`src/rtl/clock_time_counter.sv`:
```
// clock_time_counter: BCD hh:mm:ss timekeeping core.
// Advances once per TICK_DIV accepted Tick pulses and accepts validated
// time-set loads. All outputs are registered.
// Build option: define CLOCK_12H_EN for 12-hour mode (01..12 with PM flag);
// the default build is 24-hour mode (00..23, PM tied low).
module clock_time_counter #(
  parameter int unsigned TICK_DIV = 1
) (
  input  logic       Clock,
  input  logic       Reset_n,
  input  logic       Tick,
  input  logic       Load,
  input  logic [7:0] Load_Hours,
  input  logic [7:0] Load_Minutes,
  input  logic [7:0] Load_Seconds,
  input  logic       Load_PM,
  output logic [7:0] Hours,
  output logic [7:0] Minutes,
  output logic [7:0] Seconds,
  output logic       PM,
  output logic       Minute_Carry,
  output logic       Day_Carry,
  output logic       Load_Error
);

  if (TICK_DIV < 1 || TICK_DIV > 1023) begin : g_bad_tick_div
    $error("clock_time_counter: TICK_DIV must be in 1..1023");
  end

  localparam logic [9:0] DIV_LAST = 10'(TICK_DIV - 1);

`ifdef CLOCK_12H_EN
  localparam logic [7:0] HOURS_RST = 8'h12;
`else
  localparam logic [7:0] HOURS_RST = 8'h00;
`endif

  logic [9:0] div_cnt_q, div_cnt_d;
  logic [7:0] sec_q, sec_d;
  logic [7:0] min_q, min_d;
  logic [7:0] hr_q, hr_d;
  logic       min_carry_q, min_carry_d;
  logic       day_carry_q, day_carry_d;
  logic       load_err_q, load_err_d;
  logic       advance;
  logic       load_ok;

`ifdef CLOCK_12H_EN
  logic pm_q, pm_d;
`else
  logic unused_load_pm;
  assign unused_load_pm = Load_PM;
`endif

  // Increment a BCD value that counts 00..59.
  function automatic logic [7:0] bcd60_inc(input logic [7:0] v);
    logic [7:0] r;
    if (v[3:0] == 4'd9) begin
      if (v[7:4] == 4'd5) r = 8'h00;
      else                r = {v[7:4] + 4'd1, 4'd0};
    end else begin
      r = {v[7:4], v[3:0] + 4'd1};
    end
    return r;
  endfunction

  // Plain two-digit BCD increment; hour wrap is handled by the caller.
  function automatic logic [7:0] bcd_inc(input logic [7:0] v);
    logic [7:0] r;
    if (v[3:0] == 4'd9) r = {v[7:4] + 4'd1, 4'd0};
    else                r = {v[7:4], v[3:0] + 4'd1};
    return r;
  endfunction

  // Range-check a requested load; every digit must also be BCD.
  function automatic logic load_valid(input logic [7:0] h, input logic [7:0] m,
                                      input logic [7:0] s);
    logic ok;
    ok = (s[7:4] <= 4'd5) && (s[3:0] <= 4'd9) &&
         (m[7:4] <= 4'd5) && (m[3:0] <= 4'd9) && (h[3:0] <= 4'd9);
`ifdef CLOCK_12H_EN
    ok = ok && (((h[7:4] == 4'd0) && (h[3:0] != 4'd0)) ||
                ((h[7:4] == 4'd1) && (h[3:0] <= 4'd2)));
`else
    ok = ok && ((h[7:4] <= 4'd1) || ((h[7:4] == 4'd2) && (h[3:0] <= 4'd3)));
`endif
    return ok;
  endfunction

  assign advance = Tick && (div_cnt_q == DIV_LAST);
  assign load_ok = load_valid(Load_Hours, Load_Minutes, Load_Seconds);

  // Next-state: a load request (valid or not) takes priority over any tick.
  always_comb begin
    div_cnt_d   = div_cnt_q;
    sec_d       = sec_q;
    min_d       = min_q;
    hr_d        = hr_q;
    min_carry_d = 1'b0;
    day_carry_d = 1'b0;
    load_err_d  = 1'b0;
`ifdef CLOCK_12H_EN
    pm_d        = pm_q;
`endif
    if (Load) begin
      if (load_ok) begin
        sec_d     = Load_Seconds;
        min_d     = Load_Minutes;
        hr_d      = Load_Hours;
        div_cnt_d = '0;
`ifdef CLOCK_12H_EN
        pm_d      = Load_PM;
`endif
      end else begin
        load_err_d = 1'b1;
      end
    end else if (Tick) begin
      if (advance) begin
        div_cnt_d = '0;
        sec_d     = bcd60_inc(sec_q);
        if (sec_q == 8'h59) begin
          min_carry_d = 1'b1;
          min_d       = bcd60_inc(min_q);
          if (min_q == 8'h59) begin
`ifdef CLOCK_12H_EN
            if (hr_q == 8'h12) begin
              hr_d = 8'h01;
            end else if (hr_q == 8'h11) begin
              hr_d        = 8'h12;
              pm_d        = ~pm_q;
              day_carry_d = pm_q;
            end else begin
              hr_d = bcd_inc(hr_q);
            end
`else
            if (hr_q == 8'h23) begin
              hr_d        = 8'h00;
              day_carry_d = 1'b1;
            end else begin
              hr_d = bcd_inc(hr_q);
            end
`endif
          end
        end
      end else begin
        div_cnt_d = div_cnt_q + 10'd1;
      end
    end
  end

  // State and pulse registers; reset forces midnight with no pulses.
  always_ff @(posedge Clock or negedge Reset_n) begin
    if (!Reset_n) begin
      div_cnt_q   <= '0;
      sec_q       <= 8'h00;
      min_q       <= 8'h00;
      hr_q        <= HOURS_RST;
      min_carry_q <= 1'b0;
      day_carry_q <= 1'b0;
      load_err_q  <= 1'b0;
    end else begin
      div_cnt_q   <= div_cnt_d;
      sec_q       <= sec_d;
      min_q       <= min_d;
      hr_q        <= hr_d;
      min_carry_q <= min_carry_d;
      day_carry_q <= day_carry_d;
      load_err_q  <= load_err_d;
    end
  end

`ifdef CLOCK_12H_EN
  // PM flag register, starts at AM.
  always_ff @(posedge Clock or negedge Reset_n) begin
    if (!Reset_n) pm_q <= 1'b0;
    else          pm_q <= pm_d;
  end
  assign PM = pm_q;
`else
  assign PM = 1'b0;
`endif

  assign Hours        = hr_q;
  assign Minutes      = min_q;
  assign Seconds      = sec_q;
  assign Minute_Carry = min_carry_q;
  assign Day_Carry    = day_carry_q;
  assign Load_Error   = load_err_q;

endmodule

```
`config.mk`:
```
export PLATFORM = sky130hd
export DESIGN_NAME = clock_time_counter
export DESIGN_NICKNAME = d
export VERILOG_FILES = /design/src/rtl/clock_time_counter.sv
export SDC_FILE = /design/constraint.sdc
export NUM_CORES = 1
export LEC_CHECK = 0
export ABC_AREA = 1
export BUFFER_PORTS_ARGS = -buffer_cell sky130_fd_sc_hd__buf_2
export CAP_MARGIN = 20
export CORE_MARGIN = 2
export CORE_UTILIZATION = 51
export CTS_BUF_LIST = sky130_fd_sc_hd__clkbuf_4
export CTS_CLUSTER_SIZE = 12
export DETAILED_ROUTE_END_ITERATION = 10
export GPL_TIMING_DRIVEN = 0
export PLACE_DENSITY_LB_ADDON = 0.3
export SETUP_SLACK_MARGIN = 0.02
export SLEW_MARGIN = 20
export SYNTH_ARGS = -nofsm -noshare
export SYNTH_HDL_FRONTEND = slang
export SYNTH_SLANG_ARGS = --single-unit
```
`constraint.sdc`:
```
create_clock -name Clock -period 1.6 [get_ports Clock]
set_input_delay 0.24 -clock Clock [delete_from_list [all_inputs] [get_ports Clock]]
set_output_delay 0.24 -clock Clock [all_outputs]
set_load 0.02 [all_outputs]
```
==> impl_metrics.py, run 1 <==
metrics = {
    "run_status": {
        "run_status": "finished with violations",
        "violated_checks": "negative hold slack",
    },
    "drt": {
        "drt_pass1_iterations": 6,
        "detail_route.iter0.violations": 218,
        "route.detailed.vias_per_inst": 5.24,
        "vias": 2583,
        "ant_nets": 0,
        "post_drt_wl_per_cell_um": 13.8,
        "detail_route.drc_violations": 0,
        "routed_wirelength_um": 6810,
    },
    "place": {
        "postPlaceCellArea_um2": 2840,
        "post-place-cells": 463,
        "io_buffer_count": 53,
        "globalplace.congestion": 0.906,
        "placement.setup.worst_slack_ns": -0.113,
        "dp_hpwl_um": 4460,
    },
    "power": {
        "switching_power_mw": 1.53,
        "cellLeakagePower_nw": 1.59,
        "combPwrFrac": 0.448,
        "power.internal_mw": 1.97,
        "power_frac_clock": 0.151,
        "switching_share_of_power": 0.437,
        "power.density_cell_area_nw_per_um2": 1080,
        "worst_ir_drop_vdd_mv": 0.692,
        "register_share_of_total_power": 0.401,
    },
    "die": {
        "initial_core_utilization": 0.526,
        "rows": 25,
        "floorplan.io_pins": 57,
        "die_y_um": 73.8,
        "dieWidth_um": 73.8,
        "design.core.area_um2": 4720,
        "die_area_um2": 5450,
    },
    "cts": {
        "hold_buffers": 0,
        "tritoncts_num_sinks": 37,
        "tritoncts_clock_tree": "yes",
        "cts.clk_slew.worst_paths_ns": 0.12,
        "cts_made_buffers": 5,
        "cts.htree.levels": 2,
        "worst_skew_pair.late_latency_ns": 0.37,
        "cts_root_buf": "sky130_fd_sc_hd__clkbuf_4",
        "cts-root-to-sink-buffers": 2,
    },
    "cells_and_area": {
        "flow.area_growth_from_synthesis_pct": 30.2,
        "drive_above_1_share": 0.345,
        "nets_final": 462,
        "seq_area_um2": 937,
        "fillerInstances": 378,
        "layout.cells.non_filler": 493,
        "diodes": 0,
        "multiInputGateArea_um2": 1570,
        "design_area_um2": 3240,
        "finalCoreUtilization": 0.685,
    },
    "synth": {
        "netlist_top_cells_count": "105 x sky130_fd_sc_hd__nand2_1, 37 x sky130_fd_sc_hd__dfrtp_1, 31 x sky130_fd_sc_hd__nand3_1",
        "synth.most_common_cell": "sky130_fd_sc_hd__nand2_1",
        "fraction_of_the_yosys_area_taken_by_sequential_cells": 0.373,
        "ys_async_sr_fraction": 1.00,
        "post_synth_edffs": 0,
        "netlist-cell-type-count": 37,
        "syn_std_cell_area_um2": 2480,
        "yosysWarningCount": 0,
        "synthesized_netlist_cell_count": 343,
        "ys_seq_elements": 37,
        "synth_area_per_cell_um2": 7.24,
        "synthTopCellsByArea": "sky130_fd_sc_hd__dfrtp_1 37%, sky130_fd_sc_hd__nand2_1 16%, sky130_fd_sc_hd__nand3_1 6.2%",
        "synth_flop_cell": "sky130_fd_sc_hd__dfrtp_1",
        "synth_top_area_frac": 0.373,
        "mappedNetlistNets": 380,
        "most_area_hungry_cell_type_in_the_yosys_netlist": "sky130_fd_sc_hd__dfrtp_1",
    },
    "worst_setup_path": {
        "critical_path_class": "flip-flop to flip-flop",
        "worst_ep_required_time_ns": 1.85,
        "critPathArrivalTime_ns": 1.83,
        "critical_path.startpoint": "div_cnt_q[1]",
        "r2r-start": "div_cnt_q[1]",
        "worstPathMaxFanout": 7,
        "critical_path.startpoint_type": "flip-flop",
        "worstSetupEndpoint": "Minutes[1]",
        "timing.reg2reg.setup_slack_ns": 0.02,
        "reg2reg_to": "Minutes[1]",
        "reg2reg_depth": 11,
        "endpoint_type_of_the_worst_setup_path": "flip-flop",
    },
    "hold_path": {
        "min_path_type": "primary input to async pin",
    },
    "sta": {
        "final-max-slew-violation-count": 0,
        "final_min_period_over_clock_period": 0.985,
        "grt_setup_unrepaired": "true",
        "max_slew.worst_pin.slew_ns": 0.841,
        "max_freq_ghz": 0.634,
        "max_slew_margin": 0.439,
        "final_setup_slack_of_the_worst_path_ns": 0.0236,
        "whs_ns": -0.0309,
        "finClkSkew_ns": 0.0138,
        "setup_violations": 0,
        "finalHoldViolations": 37,
        "layout_min_cycle_time_ns": 1.58,
    },
    "global_route": {
        "grt_pass1_vias": 2213,
        "grt_max_degree": 38,
        "wire_length_of_the_first_global_routing_pass_um": 10200,
        "global_route.usage.total": 0.242,
        "globalRouteOverflowTotal": 0,
        "initial_antenna_violation_count": 0,
    },
    "job": {
        "cap_violations": 0,
    },
}
-- power groups by stage --
stage | registers (mW) | logic [mW] | clock network (mW)
4_1_cts | 1.36 | 1.30 | 0.539
2_1_floorplan | 1.57 | 0.636 | 0
6_report | 1.40 | 1.57 | 0.529
3_5_place_dp | 1.39 | 1.20 | 0
3_3_place_gp | 1.39 | 1.18 | 0
5_1_grt | 1.44 | 1.73 | 0.579
-- through the flow --
stage	hold WS (ns)	total power, mW	setup TNS [ns]
floorplan	-0.0556	2.20	0
global placement	0.398	2.57	-0.528
detailed placement	0.402	2.60	-0.809
CTS	0.00151	3.20	0
global route	0.0315	3.76	-0.906
finish	-0.0309	3.50	0
-- state kept, by name (all words and copies together), names as in the netlist --
register	flops
Day_Carry	1
div_cnt_q	10
Minute_Carry	1
Minutes	8
Hours	8
Load_Error	1
Seconds	8
-- final cells by class --
| cell class | instances | area share |
|---|---|---|
| multi-input cells | 267 | 0.484 |
| flip-flops and latches | 37 | 0.290 |
| repair buffers | 75 | 0.133 |
| inverters | 32 | 0.0379 |
| well taps | 67 | 0.0259 |
| clock buffers | 7 | 0.0162 |
| plain buffers | 7 | 0.0124 |
| clock inverters | 1 | 0.00116 |
-- repair_timing --
item,CTS,global route
endpoints found under the setup margin,20,26
cloned,0,0
gates resized for setup,2,51
buffers inserted,8,14
endpoints found under the hold margin,0,0
pin swaps,4,17
-- logic make-up after synthesis --
family,count (synthesis),share of synthesized area
AO/OA/AOI/OAI,53,0.124
other,1,0.00151
flip-flops,37,0.373
AND/OR/NAND/NOR,191,0.346
multiplexers,1,0.00403
buffers and inverters,39,0.0655
XOR/XNOR,13,0.0458
adder cells (fa/ha/maj),8,0.0403
-- worst max-delay path, cell delays in order, from the launching register on --
cell                      delay [ns]
sky130_fd_sc_hd__dfrtp_1        0.41
sky130_fd_sc_hd__inv_2          0.09
sky130_fd_sc_hd__ha_4           0.14
sky130_fd_sc_hd__nand2_4        0.05
sky130_fd_sc_hd__nor2_4         0.13
sky130_fd_sc_hd__nand2_2        0.09
sky130_fd_sc_hd__nand2_4        0.13
sky130_fd_sc_hd__nand2_4        0.08
sky130_fd_sc_hd__inv_1          0.11
sky130_fd_sc_hd__nand2_4        0.08
sky130_fd_sc_hd__nand2_1        0.09
sky130_fd_sc_hd__o21ai_1        0.07
-- worst min path at each step --
stage / startpoint / endpoint / slack (ns)
after global routing: Reset_n / div_cnt_q[9] / 0.03
after global placement: Reset_n / Seconds[1] / 0.40
after CTS: Reset_n / Hours[3] / 0.002
after detailed placement: Reset_n / Seconds[1] / 0.40
after floorplan: Reset_n / Day_Carry / -0.06
final: Reset_n / div_cnt_q[9] / -0.03
-- layout by cell type (no fill, tap or decap), drive strengths merged, types with 2 or more instances in the layout --
master | Yosys | layout
xnor2 | 4 | 4
a21oi | 7 | 7
dfrtp | 37 | 37
o21ai | 39 | 39
xor2 | 9 | 9
nor2 | 34 | 34
buf | 5 | 80
nor3 | 5 | 5
inv | 32 | 32
o31ai | 2 | 2
ha | 8 | 8
nand3 | 34 | 34
clkbuf | 2 | 9
nand4 | 4 | 4
nor3b | 2 | 2
nand2 | 110 | 110
a22oi | 3 | 3
-- layer usage --
metal,up-vias,GRT usage,routed length [um]
li1,1277,-,-
met1,1194,0.339,3060
met2,103,0.365,3230
met3,9,0.0494,412
met4,0,0.0929,108
met5,-,0,0
(Power assumes the default switching activity.)
==> run 2: changes to the inputs <==
--- a/config.mk
+++ b/config.mk
@@ -11,4 +11,4 @@
 export CORE_MARGIN = 2
-export CORE_UTILIZATION = 51
-export CTS_BUF_LIST = sky130_fd_sc_hd__clkbuf_4
+export CORE_UTILIZATION = 60
+export CTS_BUF_LIST = sky130_fd_sc_hd__clkbuf_4 sky130_fd_sc_hd__clkbuf_8
 export CTS_CLUSTER_SIZE = 12
==> constraint.sdc (replaced) <==
create_clock -name Clock -period 1.9 [get_ports Clock]
set_input_delay 0.38 -clock Clock [delete_from_list [all_inputs] [get_ports Clock]]
set_output_delay 0.38 -clock Clock [all_outputs]
set_load 0.02 [all_outputs]
==> run 2 against run 1 <==
The flow now finishes without violations. Global-route usage is 4.4 points higher. Via count fell by 3.5%. Non-clock buffer count decreased by 22. Sequential share of layout area up 2.9 points. Critical endpoint is now Hours[7]. Highest routed layer unchanged.
==> impl_metrics.py, run 2 (synthesis gave the netlist of run 1 again) <==
metrics = {
    "worst_setup_path": {
        "critical_path.startpoint_type": "flip-flop",
        "critical_path.startpoint": "Hours[0]",
        "worstPathMaxFanout": 6,
        "worst_ep_required_time_ns": 2.08,
        "reg2reg_to": "Hours[7]",
        "timing.reg2reg.setup_slack_ns": 0.16,
        "endpoint_type_of_the_worst_setup_path": "flip-flop",
        "worstSetupEndpoint": "Hours[7]",
        "r2r-start": "Hours[0]",
        "critical_path_class": "flip-flop to flip-flop",
        "critPathArrivalTime_ns": 1.92,
        "reg2reg_depth": 10,
    },
    "drt": {
        "drt_pass1_iterations": 4,
        "route.detailed.vias_per_inst": 5.50,
        "post_drt_wl_per_cell_um": 13.6,
        "detail_route.iter0.violations": 144,
        "detail_route.drc_violations": 0,
        "vias": 2492,
        "routed_wirelength_um": 6170,
        "ant_nets": 0,
    },
    "cells_and_area": {
        "drive_above_1_share": 0.221,
        "flow.area_growth_from_synthesis_pct": 17.1,
        "layout_common_cells": "105 x sky130_fd_sc_hd__nand2_1, 55 x sky130_fd_sc_hd__buf_2, 36 x sky130_fd_sc_hd__dfrtp_1",
        "diodes": 0,
        "finalCoreUtilization": 0.727,
        "largest_register_ffs": 10,
        "layout_commonest_cell": "sky130_fd_sc_hd__nand2_1",
        "layout.cells.non_filler": 453,
        "nets_final": 440,
        "largest_register": "div_cnt_q",
    },
    "cts": {
        "tritoncts_clock_tree": "yes",
        "cts_root_buf": "sky130_fd_sc_hd__clkbuf_8",
        "cts.clk_slew.worst_paths_ns": 0.07,
        "worst_skew_pair.late_latency_ns": 0.29,
        "cts-root-to-sink-buffers": 2,
        "cts.htree.levels": 2,
        "cts_made_buffers": 5,
        "setup_repair_bufs_after_cts": 0,
        "tritoncts_num_sinks": 37,
    },
    "power": {
        "power_frac_clock": 0.211,
        "register_share_of_total_power": 0.418,
        "worst_ir_drop_vdd_mv": 0.562,
        "power.internal_mw": 1.62,
        "power.density_cell_area_nw_per_um2": 957,
        "power_total_mw": 2.78,
        "switching_power_mw": 1.17,
        "switching_share_of_power": 0.420,
        "cellLeakagePower_nw": 1.49,
        "combPwrFrac": 0.371,
    },
    "sta": {
        "whs_ns": 0.191,
        "finClkSkew_ns": 0.00998,
        "max_freq_ghz": 0.573,
        "setup_violations": 0,
        "final_min_period_over_clock_period": 0.918,
        "layout_min_cycle_time_ns": 1.74,
        "grt_setup_unrepaired": "false",
        "finalHoldViolations": 0,
        "fin_setup_tns_ns": 0,
        "max_slew.worst_pin.slew_ns": 0.848,
        "final-max-slew-violation-count": 0,
        "max_slew_margin": 0.435,
    },
    "global_route": {
        "wire_length_of_the_first_global_routing_pass_um": 9810,
        "initial_antenna_violation_count": 0,
        "grt_pass1_vias": 2225,
        "globalRouteOverflowTotal": 0,
        "grt_max_degree": 38,
        "global_route.usage.total": 0.286,
    },
    "die": {
        "floorplan.io_pins": 57,
        "initial_core_utilization": 0.621,
        "die_y_um": 68.4,
        "design.core.area_um2": 4000,
        "die_area_um2": 4670,
        "dieWidth_um": 68.4,
        "rows": 23,
    },
    "place": {
        "dp_hpwl_um": 4440,
        "post-place-cells": 446,
        "globalplace.congestion": 0.872,
        "io_buffer_count": 53,
    },
    "hold_path": {
        "min_path_type": "primary input to async pin",
    },
    "job": {
        "cap_violations": 0,
    },
    "run_status": {
        "run_status": "finished clean",
    },
}
[run 2: metrics by stage]
stage | worst slack, ns | area, um^2
after floorplan | 0.288 | 2480
after global placement | 0.174 | 2810
after detailed placement | 0.154 | 2810
after CTS | 0.159 | 2900
after global routing | 0.0126 | 2910
final | 0.156 | 2910
[run 2: power by group through the flow]
stage	Sequential, mW	Combinational, mW	Clock, mW
after floorplan	1.31	0.536	0
after global placement	1.17	0.986	0
after detailed placement	1.17	1.02	0
after CTS	1.16	1.03	0.594
after global routing	1.19	1.17	0.628
final	1.16	1.03	0.587
[run 2: worst max-delay path, stage by stage (launching register included)]
cell	delay, ns
sky130_fd_sc_hd__dfrtp_1	0.45
sky130_fd_sc_hd__ha_1	0.22
sky130_fd_sc_hd__nand2_1	0.05
sky130_fd_sc_hd__inv_1	0.04
sky130_fd_sc_hd__nand3_1	0.14
sky130_fd_sc_hd__nand3_2	0.15
sky130_fd_sc_hd__nand3_1	0.14
sky130_fd_sc_hd__nor2_4	0.20
sky130_fd_sc_hd__nand2_2	0.10
sky130_fd_sc_hd__nand2_1	0.08
sky130_fd_sc_hd__nand2_1	0.05
[run 2: per-layer routing]
| metal | GRT usage | routed length [um] |
|---|---|---|
| met2 | 0.475 | 2950 |
| met1 | 0.346 | 2640 |
| met5 | 0 | 0 |
| met4 | 0.133 | 122 |
| met3 | 0.0724 | 453 |
[run 2: how the worst min path moves through the flow]
stage                     cells past startpoint  slack [ns]      endpoint
after floorplan                               0        0.08     Day_Carry
after global placement                        2        0.51    Minutes[7]
after detailed placement                      2        0.52    Seconds[2]
after CTS                                     1        0.22  div_cnt_q[8]
after global routing                          1        0.26      Hours[3]
final                                         1        0.19      Hours[5]
[run 2: what timing repair did]
action                                 CTS  global route
resized for setup                        0             2
hold buffers                             0             0
endpoints found under the hold margin    0             0
setup endpoints to repair                0             5
[run 2: layout make-up]
class	count	area, um^2
plain buffers	7	40.0
repair buffers	53	265
multi-input cells	267	1400
well taps	50	62.6
inverters	32	123
fillers	310	1090
clock buffers	7	90.1
flip-flops and latches	37	927
